==> config.mk <==
export PLATFORM = sky130hd
export DESIGN_NAME = fe_l2_arb
export DESIGN_NICKNAME = d
export VERILOG_FILES = /design/src/rtl/fe_l2_arb.sv
export SDC_FILE = /design/constraint.sdc
export NUM_CORES = 1
export LEC_CHECK = 0
export ABC_AREA = 1
export BUFFER_PORTS_ARGS = -buffer_cell sky130_fd_sc_hd__buf_2
export CAP_MARGIN = 30
export CELL_PAD_IN_SITES_DETAIL_PLACEMENT = 1
export CELL_PAD_IN_SITES_GLOBAL_PLACEMENT = 1
export CORE_AREA = 2 2 439 441
export DETAILED_ROUTE_END_ITERATION = 7
export DIE_AREA = 0 0 441 443
export PLACE_DENSITY_LB_ADDON = 0.1
export RECOVER_POWER = 100
export SYNTH_ARGS = -nofsm -noshare
export SYNTH_HDL_FRONTEND = slang
export SYNTH_SLANG_ARGS = --single-unit
==> constraint.sdc <==
create_clock -name clk -period 41 [get_ports clk]
set_clock_uncertainty 0.1 [all_clocks]
set_input_delay 6.15 -clock clk [delete_from_list [all_inputs] [get_ports clk]]
set_output_delay 6.15 -clock clk [all_outputs]
set_load 0.01 [all_outputs]
==> src/rtl/fe_l2_arb.sv <==
// fe_l2_arb: front-end L2 request arbiter and miss-tracking controller.
// Shares one L2 request port between icache demand misses and the next-line
// prefetcher. It allocates transaction IDs and merges a demand into a matching
// in-flight prefetch. Responses go back to the owning requester, and responses
// orphaned by a flush are dropped.
// Ports:
//   clk, reset            core clock, async active-high reset
//   flush                 drops all in-flight and pending work
//   dm_req_* / pf_req_*   demand / prefetch request (valid, laddr, ready)
//   l2_req_*              registered request slot toward L2 (valid, laddr, id, ready)
//   l2_rsp_*              L2 response (valid, id, data), no backpressure
//   dm_rsp_valid, pf_rsp_valid, rsp_laddr, rsp_data   registered fill
module fe_l2_arb #(
    parameter  int unsigned NUM_OUT    = 4,
    parameter  int unsigned LADDR_W    = 26,
    parameter  int unsigned DATA_W     = 512,
    parameter  int unsigned STARVE_LIM = 8,
    localparam int unsigned IDW        = $clog2(NUM_OUT)
) (
    input  logic               clk,
    input  logic               reset,
    input  logic               flush,
    input  logic               dm_req_valid,
    input  logic [LADDR_W-1:0] dm_req_laddr,
    output logic               dm_req_ready,
    input  logic               pf_req_valid,
    input  logic [LADDR_W-1:0] pf_req_laddr,
    output logic               pf_req_ready,
    output logic               l2_req_valid,
    output logic [LADDR_W-1:0] l2_req_laddr,
    output logic [IDW-1:0]     l2_req_id,
    input  logic               l2_req_ready,
    input  logic               l2_rsp_valid,
    input  logic [IDW-1:0]     l2_rsp_id,
    input  logic [DATA_W-1:0]  l2_rsp_data,
    output logic               dm_rsp_valid,
    output logic               pf_rsp_valid,
    output logic [LADDR_W-1:0] rsp_laddr,
    output logic [DATA_W-1:0]  rsp_data
);

    localparam int unsigned CNT_W = $clog2(NUM_OUT + 1);
    localparam int unsigned STV_W = $clog2(STARVE_LIM + 1);

    // Tracking table; tbl_dm=1 means the demand side owns the entry.
    logic [NUM_OUT-1:0] tbl_vld;
    logic [NUM_OUT-1:0] tbl_dm;
    logic [NUM_OUT-1:0] tbl_drop;
    logic [LADDR_W-1:0] tbl_laddr [NUM_OUT];

    logic [STV_W-1:0]   starve_cnt;
    logic [CNT_W-1:0]   free_cnt;
    logic [IDW-1:0]     alloc_id;
    logic               alloc_ok;
    logic [NUM_OUT-1:0] merge_hit;
    logic               merge;
    logic               slot_open;
    logic               can_grant;
    logic               pf_elig;
    logic               dm_want;
    logic               force_pf;
    logic               grant_dm;
    logic               grant_pf;

    // Free count and lowest-index free entry (descending scan leaves the lowest).
    always_comb begin : free_scan
        free_cnt = '0;
        alloc_id = '0;
        alloc_ok = 1'b0;
        for (int i = int'(NUM_OUT) - 1; i >= 0; i--) begin
            if (!tbl_vld[i]) begin
                free_cnt = free_cnt + CNT_W'(1);
                alloc_id = IDW'(i);
                alloc_ok = 1'b1;
            end
        end
    end

    // Demand hits an in-flight prefetch. An entry whose response returns this
    // cycle is excluded so the fill is not lost to the prefetch side.
    always_comb begin : merge_scan
        merge_hit = '0;
        for (int i = 0; i < int'(NUM_OUT); i++) begin
            merge_hit[i] = tbl_vld[i] & ~tbl_drop[i] & ~tbl_dm[i]
                         & (tbl_laddr[i] == dm_req_laddr)
                         & ~(l2_rsp_valid & (l2_rsp_id == IDW'(i)));
        end
    end

    // Arbitration: demand first, except a starved prefetch takes the grant.
    // Prefetch needs two free entries so one always stays available for demand.
    always_comb begin : arbitrate
        merge     = dm_req_valid & ~flush & (|merge_hit);
        slot_open = ~l2_req_valid | l2_req_ready;
        can_grant = slot_open & alloc_ok & ~flush;
        pf_elig   = pf_req_valid & (free_cnt >= CNT_W'(2));
        dm_want   = dm_req_valid & ~merge;
        force_pf  = pf_elig & (starve_cnt == STV_W'(STARVE_LIM));
        grant_pf  = can_grant & pf_elig & (force_pf | ~dm_want);
        grant_dm  = can_grant & dm_want & ~force_pf;
    end

    assign dm_req_ready = merge | grant_dm;
    assign pf_req_ready = grant_pf;

    // Table update. Later assignments win: a response frees its entry even
    // under flush, and allocation only targets an entry that is currently free.
    always_ff @(posedge clk or posedge reset) begin : table_upd
        if (reset) begin
            tbl_vld  <= '0;
            tbl_dm   <= '0;
            tbl_drop <= '0;
            for (int i = 0; i < int'(NUM_OUT); i++) begin
                tbl_laddr[i] <= '0;
            end
        end else begin
            for (int i = 0; i < int'(NUM_OUT); i++) begin
                if (merge && merge_hit[i]) begin
                    tbl_dm[i] <= 1'b1;
                end
                if (flush && tbl_vld[i]) begin
                    tbl_drop[i] <= 1'b1;
                end
                // An unsent request never reaches L2, so no response will free it.
                if (flush && l2_req_valid && !l2_req_ready && (l2_req_id == IDW'(i))) begin
                    tbl_vld[i] <= 1'b0;
                end
                if (l2_rsp_valid && (l2_rsp_id == IDW'(i))) begin
                    tbl_vld[i] <= 1'b0;
                end
                if ((grant_dm || grant_pf) && (alloc_id == IDW'(i))) begin
                    tbl_vld[i]   <= 1'b1;
                    tbl_dm[i]    <= grant_dm;
                    tbl_drop[i]  <= 1'b0;
                    tbl_laddr[i] <= grant_dm ? dm_req_laddr : pf_req_laddr;
                end
            end
        end
    end

    // Output request slot.
    always_ff @(posedge clk or posedge reset) begin : slot_upd
        if (reset) begin
            l2_req_valid <= 1'b0;
            l2_req_laddr <= '0;
            l2_req_id    <= '0;
        end else if (flush) begin
            l2_req_valid <= 1'b0;
        end else if (grant_dm || grant_pf) begin
            l2_req_valid <= 1'b1;
            l2_req_laddr <= grant_dm ? dm_req_laddr : pf_req_laddr;
            l2_req_id    <= alloc_id;
        end else if (l2_req_ready) begin
            l2_req_valid <= 1'b0;
        end
    end

    // Response routing.
    always_ff @(posedge clk or posedge reset) begin : rsp_upd
        if (reset) begin
            dm_rsp_valid <= 1'b0;
            pf_rsp_valid <= 1'b0;
            rsp_laddr    <= '0;
            rsp_data     <= '0;
        end else begin
            dm_rsp_valid <= l2_rsp_valid & ~flush & tbl_vld[l2_rsp_id]
                          & ~tbl_drop[l2_rsp_id] & tbl_dm[l2_rsp_id];
            pf_rsp_valid <= l2_rsp_valid & ~flush & tbl_vld[l2_rsp_id]
                          & ~tbl_drop[l2_rsp_id] & ~tbl_dm[l2_rsp_id];
            if (l2_rsp_valid) begin
                rsp_laddr <= tbl_laddr[l2_rsp_id];
                rsp_data  <= l2_rsp_data;
            end
        end
    end

    // Prefetch starvation counter, saturating.
    always_ff @(posedge clk or posedge reset) begin : starve_upd
        if (reset) begin
            starve_cnt <= '0;
        end else if (flush || !pf_req_valid || grant_pf) begin
            starve_cnt <= '0;
        end else if (starve_cnt != STV_W'(STARVE_LIM)) begin
            starve_cnt <= starve_cnt + STV_W'(1);
        end
    end

    // A response must target an allocated entry.
    rsp_to_live_entry: assert property (@(posedge clk) disable iff (reset)
        l2_rsp_valid |-> tbl_vld[l2_rsp_id])
        else $error("fe_l2_arb: response to unallocated id %0d", l2_rsp_id);

endmodule

-- Yosys cells after proc, flatten, opt, wreduce, memory -nomap -nowiden
Cells that the tools add are included.
Widths: inputs -> output; s select.
- latch bits: 0
- memories kept: 0
- bits of input ports: 573
- RAM bits: 0
- output and inout port bits: 571
- bits in read-only memories: 0
- word-level logic and storage cells: 206
- flip-flop bits (word level): 689
- order comparisons: 3
- div/mod/pow operators: 0
- shifts and indexed selects: 0
- reductions and logical operators: 46
- eq/ne operators: 15
- add/subtract/negate cells: 4
- bitwise operators: 59
- mux-type cells: 55
- multiply operators: 0
- operators by type and width (operator ; count):
    $eq 26x26->1 ; 4
    $mux 26 ; 3
    $bmux 26 s2 ; 1
    $mux 1 ; 39
    $and 1x1->1 ; 36
    $logic_and 1x1->1 ; 22
    $not 1->1 ; 19
    $reduce_bool 2->1 ; 9
    $reduce_bool 3->1 ; 5
    $eq 2x2->1 const B ; 6
    $add 3x1->3 const B ; 3
    $mux 3 ; 3
    $mux 2 ; 4
    $mux 4 ; 2
    $bmux 1 s2 ; 3
    $eq 2x1->1 const B ; 3
    $logic_not 2->1 ; 3
    $add 4x1->4 const B ; 1
    $eq 4x4->1 const B ; 1
    $ne 4x4->1 const B ; 1
    $reduce_or 4->1 ; 1
    $ge 3x2->1 const B ; 1
    $ge 3x3->1 const B ; 1
    $logic_or 1x1->1 ; 3
    5 further kinds ; 8

-- Logic depth before layout (Yosys ltp)
- depth in word-level cells: 15
- gate-level depth with buffers: 19

-- Worst setup path before layout
No wires, ideal clock.
- path type: input -> output
- start: in l2_rsp_valid
- end: out dm_req_ready
- path buffers: 3
- stages on the path: 13
- slack: 27.204 ns
- arrival time: 7.546 ns
- required time: 34.750 ns
- cells stage by stage: clkbuf_1 > inv_2 > o21ai_0 > nor2_1 > nand2_1 > nor2_1 > nor2_1 > nand2_1 > nand2_2 > nand3_4 > buf_6 > buf_6 > nand2_1
- word-level cells in the longest chain between the ends: 10
- elaborated cells on any way between the ends: 19
- classes of those cells: 18 x bitwise; 1 x reduce/logical
- RTL lines (item ; RTL line ; text):
    start, declared ; 33 ; input logic l2_rsp_valid,
    $and 1x1->1 ; 86 ; & ~(l2_rsp_valid & (l2_rsp_id == IDW'(i)));
    $not 1->1 ; 86 ;
    $and 1x1->1 ; 86 ;
    $reduce_or 4->1 * ; 93 ; merge = dm_req_valid & ~flush & (|merge_hit);
    $and 1x1->1 * ; 93 ;
    $not 1->1 ; 97 ; dm_want = dm_req_valid & ~merge;
    $and 1x1->1 ; 97 ;
    $and 1x1->1 (2 in a row) ; 100 ; grant_dm = can_grant & dm_want & ~force_pf;
    $or 1x1->1 * ; 103 ; assign dm_req_ready = merge | grant_dm;
    end, declared ; 25 ; output logic dm_req_ready,
Mark *: on every way between the ends. The rest lies on a longest branch, timed or not.

-- Worst setup path after layout
Same ends and word-level chain as after synthesis.

==> results.toml <==
[clocking]
clkSinkCount = 689
cts_tree = "built"
numCtsBuffers = 98
path_clk_slew_ps = 50
clk_latency_ps = 720
post_cts_resized = 0
cts_setup_buffers = 0
htree_levels = 3
clk_path_buf_depth = 3
cts-hold-fix-buffers = 0
cts_root_buf = "clkbuf_16"

[grt]
top_usage_layer = "met2"
grtUsageTotal_pct = 17.2
globalRouteMet3Util_pct = 4.99
use_met1_pct = 20.3
antenna_found_initial = 116
grt_pass1_wl_mm = 237
met2_usage_pct = 29.7
grt_max_degree = 151
grt_pass1_vias = 28600
grt_overflow = 0

[power]
switchingPower_uw = 829
p_seq_share_pct = 40.5
p_per_area_nw_per_um2 = 57.5
clockPowerShare_pct = 37.5
swShare_pct = 36.3
leakage_nw = 20.5
finalPower_mw = 2.28
p_int_mw = 1.45
pwr-share-comb_pct = 22.0
peakVddDrop_mv = 0.0276

[drt]
drc = 0
wl_per_cell_um = 23.7
ant_nets = 0
drt_iter0_markers = 1453
firstDrtPassIters = 5
wl_mm = 174
vias = 28200
vias_per_cell = 3.84

[synth]
ys_seq_area_share_pct = 59.6
synth_top_flop_cell = "dfrtp_1"
synth-edff-count = 0
synth.lib_cells_used.distinct = 35
synth_warnings = 0
synth_area_per_cell_um2 = 8.00
syn_inst = 3617
synth_seq_cells = 689
synth.cell_area_um2 = 28900
async_reset_ff_share_pct = 100
synth.net_count = 4197

[layout]
nets = 5313
area_growth_pct = 37.4
regArea_um2 = 17200
filler_cell_count = 23200
multiInputGateArea_um2 = 10500
drive_gt1_share_pct = 15.4

[setup_path]
cpMostUsedCell = "nand2_1"
critPathSlowestCell = "clkinvlp_2"
cpPeakStageDelay_ps = 4620
required_ps = 34750
cp_cell_sequence = "clkbuf_1 -> clkinvlp_2 -> o21ai_0 -> nor2_1 -> nand2_1 -> nor2_1 -> nor2_1 -> nand2_1 -> nand2_1 -> nand3_1 -> nand2_1 -> clkbuf_1"
timing.rr.start = "tbl_vld[3]$_DFFE_PP0P_"
reg2reg_depth = 15
regToRegSetupSlack_ps = 33040
timing.rr.end = "tbl_laddr[43]$_DFFE_PP0P_"
start_kind = "input port"
crit_start = "l2_rsp_valid"
worstSetupPathType = "input port to output port"
critPathCaptureType = "output port"
critPathBufInv = 3
crit_arrival_ps = 17640
path_delay_family = "buffers and inverters"
crit_path_max_fanout = 98

[timing]
tightest_slew_ps = 8560
setup_tns_ps = 0
max_freq_mhz = 41.9
finalMaxSlewViolations = 1839
timing.final.hold_violations = 0
slew_headroom_pct = -471
fin_crit_ps = 23890
grt_setup_unrepaired = "false"
finalCritPeriodShare_pct = 58.3
finalSetupViolations = 0

[worst_hold_path]
min_delay_worst_endpoint = "rsp_data[282]$_DFFE_PP0P_"
min_path_type = "register to register"
hold_depth = 2
min_from = "rsp_data[282]$_DFFE_PP0P_"

[placed_design]
io_buffers = 1143
dp_hpwl_mm = 132
globalplace.congestion = 0.812

[run_status]
status = "finished, violations left"
violations = "capacitance limit, slew limit"

[die]
io-pin-count = 1144
die_h_um = 443
rows = 161
die_w_um = 441
die_area_um2 = 195000
start_util_pct = 15.1
coreArea_um2 = 191000

[run]
drv_cap = 32
## cell usage after synthesis, types with 10 or more instances
master / count / area (um2)
buf_2: 26 / 130
clkbuf_1: 131 / 492
a21oi_1: 13 / 65.1
o21ai_0: 40 / 200
nor2_1: 119 / 447
nand3_1: 10 / 50.1
a22oi_1: 22 / 165
xnor2_1: 10 / 87.6
inv_2: 15 / 56.3
inv_1: 117 / 439
dfrtp_1: 689 / 17200
nand2_1: 2312 / 8680
a31oi_1: 13 / 81.3
a41oi_1: 12 / 105
nand4_1: 26 / 163
## how the worst max path moves through the flow
| stage | endpoint | slack [ps] | cells past startpoint |
|---|---|---|---|
| 2_1_floorplan | dm_rsp_valid$_DFF_PP0_ | 15430 | 1 |
| 3_3_place_gp | dm_req_ready | 25530 | 12 |
| 3_5_place_dp | dm_req_ready | 25490 | 12 |
| 4_1_cts | dm_req_ready | 25480 | 12 |
| 5_1_grt | dm_req_ready | 15490 | 12 |
| 6_report | dm_req_ready | 17110 | 12 |
## stage by stage
stage | utilization, % | std cells | setup slack (ps) | cell area (um2) | hold WS (ps)
6_report | 20.8 | 7359 | 17110 | 39700 | 366
4_1_cts | 21.3 | 7335 | 25480 | 40600 | 367
5_1_grt | 20.8 | 7350 | 15490 | 39700 | 388
2_1_floorplan | - | 3617 | 15430 | 28900 | 349
3_5_place_dp | 19.6 | 7159 | 25490 | 37500 | 353
3_3_place_gp | 19.6 | 7157 | 25530 | 37500 | 348
## cell type report
| cell class | instances | share of cell area [%] |
|---|---|---|
| Sequential cell | 689 | 43.4 |
| Antenna cell | 24 | 0.151 |
| Clock inverter | 20 | 0.655 |
| Tap cell | 2526 | 7.95 |
| Timing Repair Buffer | 1179 | 13.1 |
| Clock buffer | 156 | 7.18 |
| Inverter | 135 | 1.28 |
| Multi-Input combinational cell | 2630 | 26.3 |
## state kept, by name, indices dropped and copies added (netlist names)
register      flops
tbl_laddr       104
rsp_data        512
rsp_laddr        26
dm_rsp_valid      1
l2_req_laddr     26
l2_req_id         2
tbl_vld           4
pf_rsp_valid      1
starve_cnt        4
l2_req_valid      1
tbl_dm            4
tbl_drop          4
## layout by cell type (no fill, tap or decap), types with 8 or more instances in the layout
cell type,Yosys,final
a21oi_1,13,14
a22oi_1,22,22
a31oi_1,13,13
a41oi_1,12,12
buf_2,26,571
buf_4,1,12
clkbuf_1,131,638
clkbuf_16,0,101
clkbuf_8,0,12
clkinv_2,0,8
dfrtp_1,689,689
diode_2,0,24
inv_1,117,117
inv_2,15,13
nand2_1,2312,2318
nand3_1,10,11
nand4_1,26,26
nor2_1,119,119
o21ai_0,40,40
xnor2_1,10,10
## power by group through the flow
stage / sequential (mW) / clock [mW] / combinational (mW)
after global placement: 0.937 / 0 / 0.536
after CTS: 0.925 / 0.897 / 0.539
after detailed placement: 0.936 / 0 / 0.536
after floorplan: 0.911 / 0 / 0.251
final: 0.925 / 0.856 / 0.503
after global routing: 0.942 / 0.919 / 0.571
## cell families (layout without fill, tap and decap cells)
group / count (synthesis) / after routing / synth area share [%]
buffers and inverters: 298 / 1490 / 4.07
and+or+nand+nor: 2483 / 2483 / 32.7
AOI/OAI and AO/OA: 123 / 123 / 2.78
adders and majority gates: 7 / 7 / 0.303
xor gates and xnor gates: 17 / 17 / 0.515
DFF: 689 / 689 / 59.6
other: 0 / 24 / 0
## layer usage
metal,vias to the layer above,wire [um]
met3,335,11900
met2,900,85900
met5,-,163
li1,13300,-
met1,13700,71000
met4,24,5160
## worst reg2reg max path, delay by kind of cell (launching register included)
family,cells,cell delay (ps)
compound gates,1,190
xor+xnor,2,440
fa+ha+maj,2,490
buf+inv,2,200
flops,1,520
simple gates,8,5880
Power figures use the tool's default switching activity.
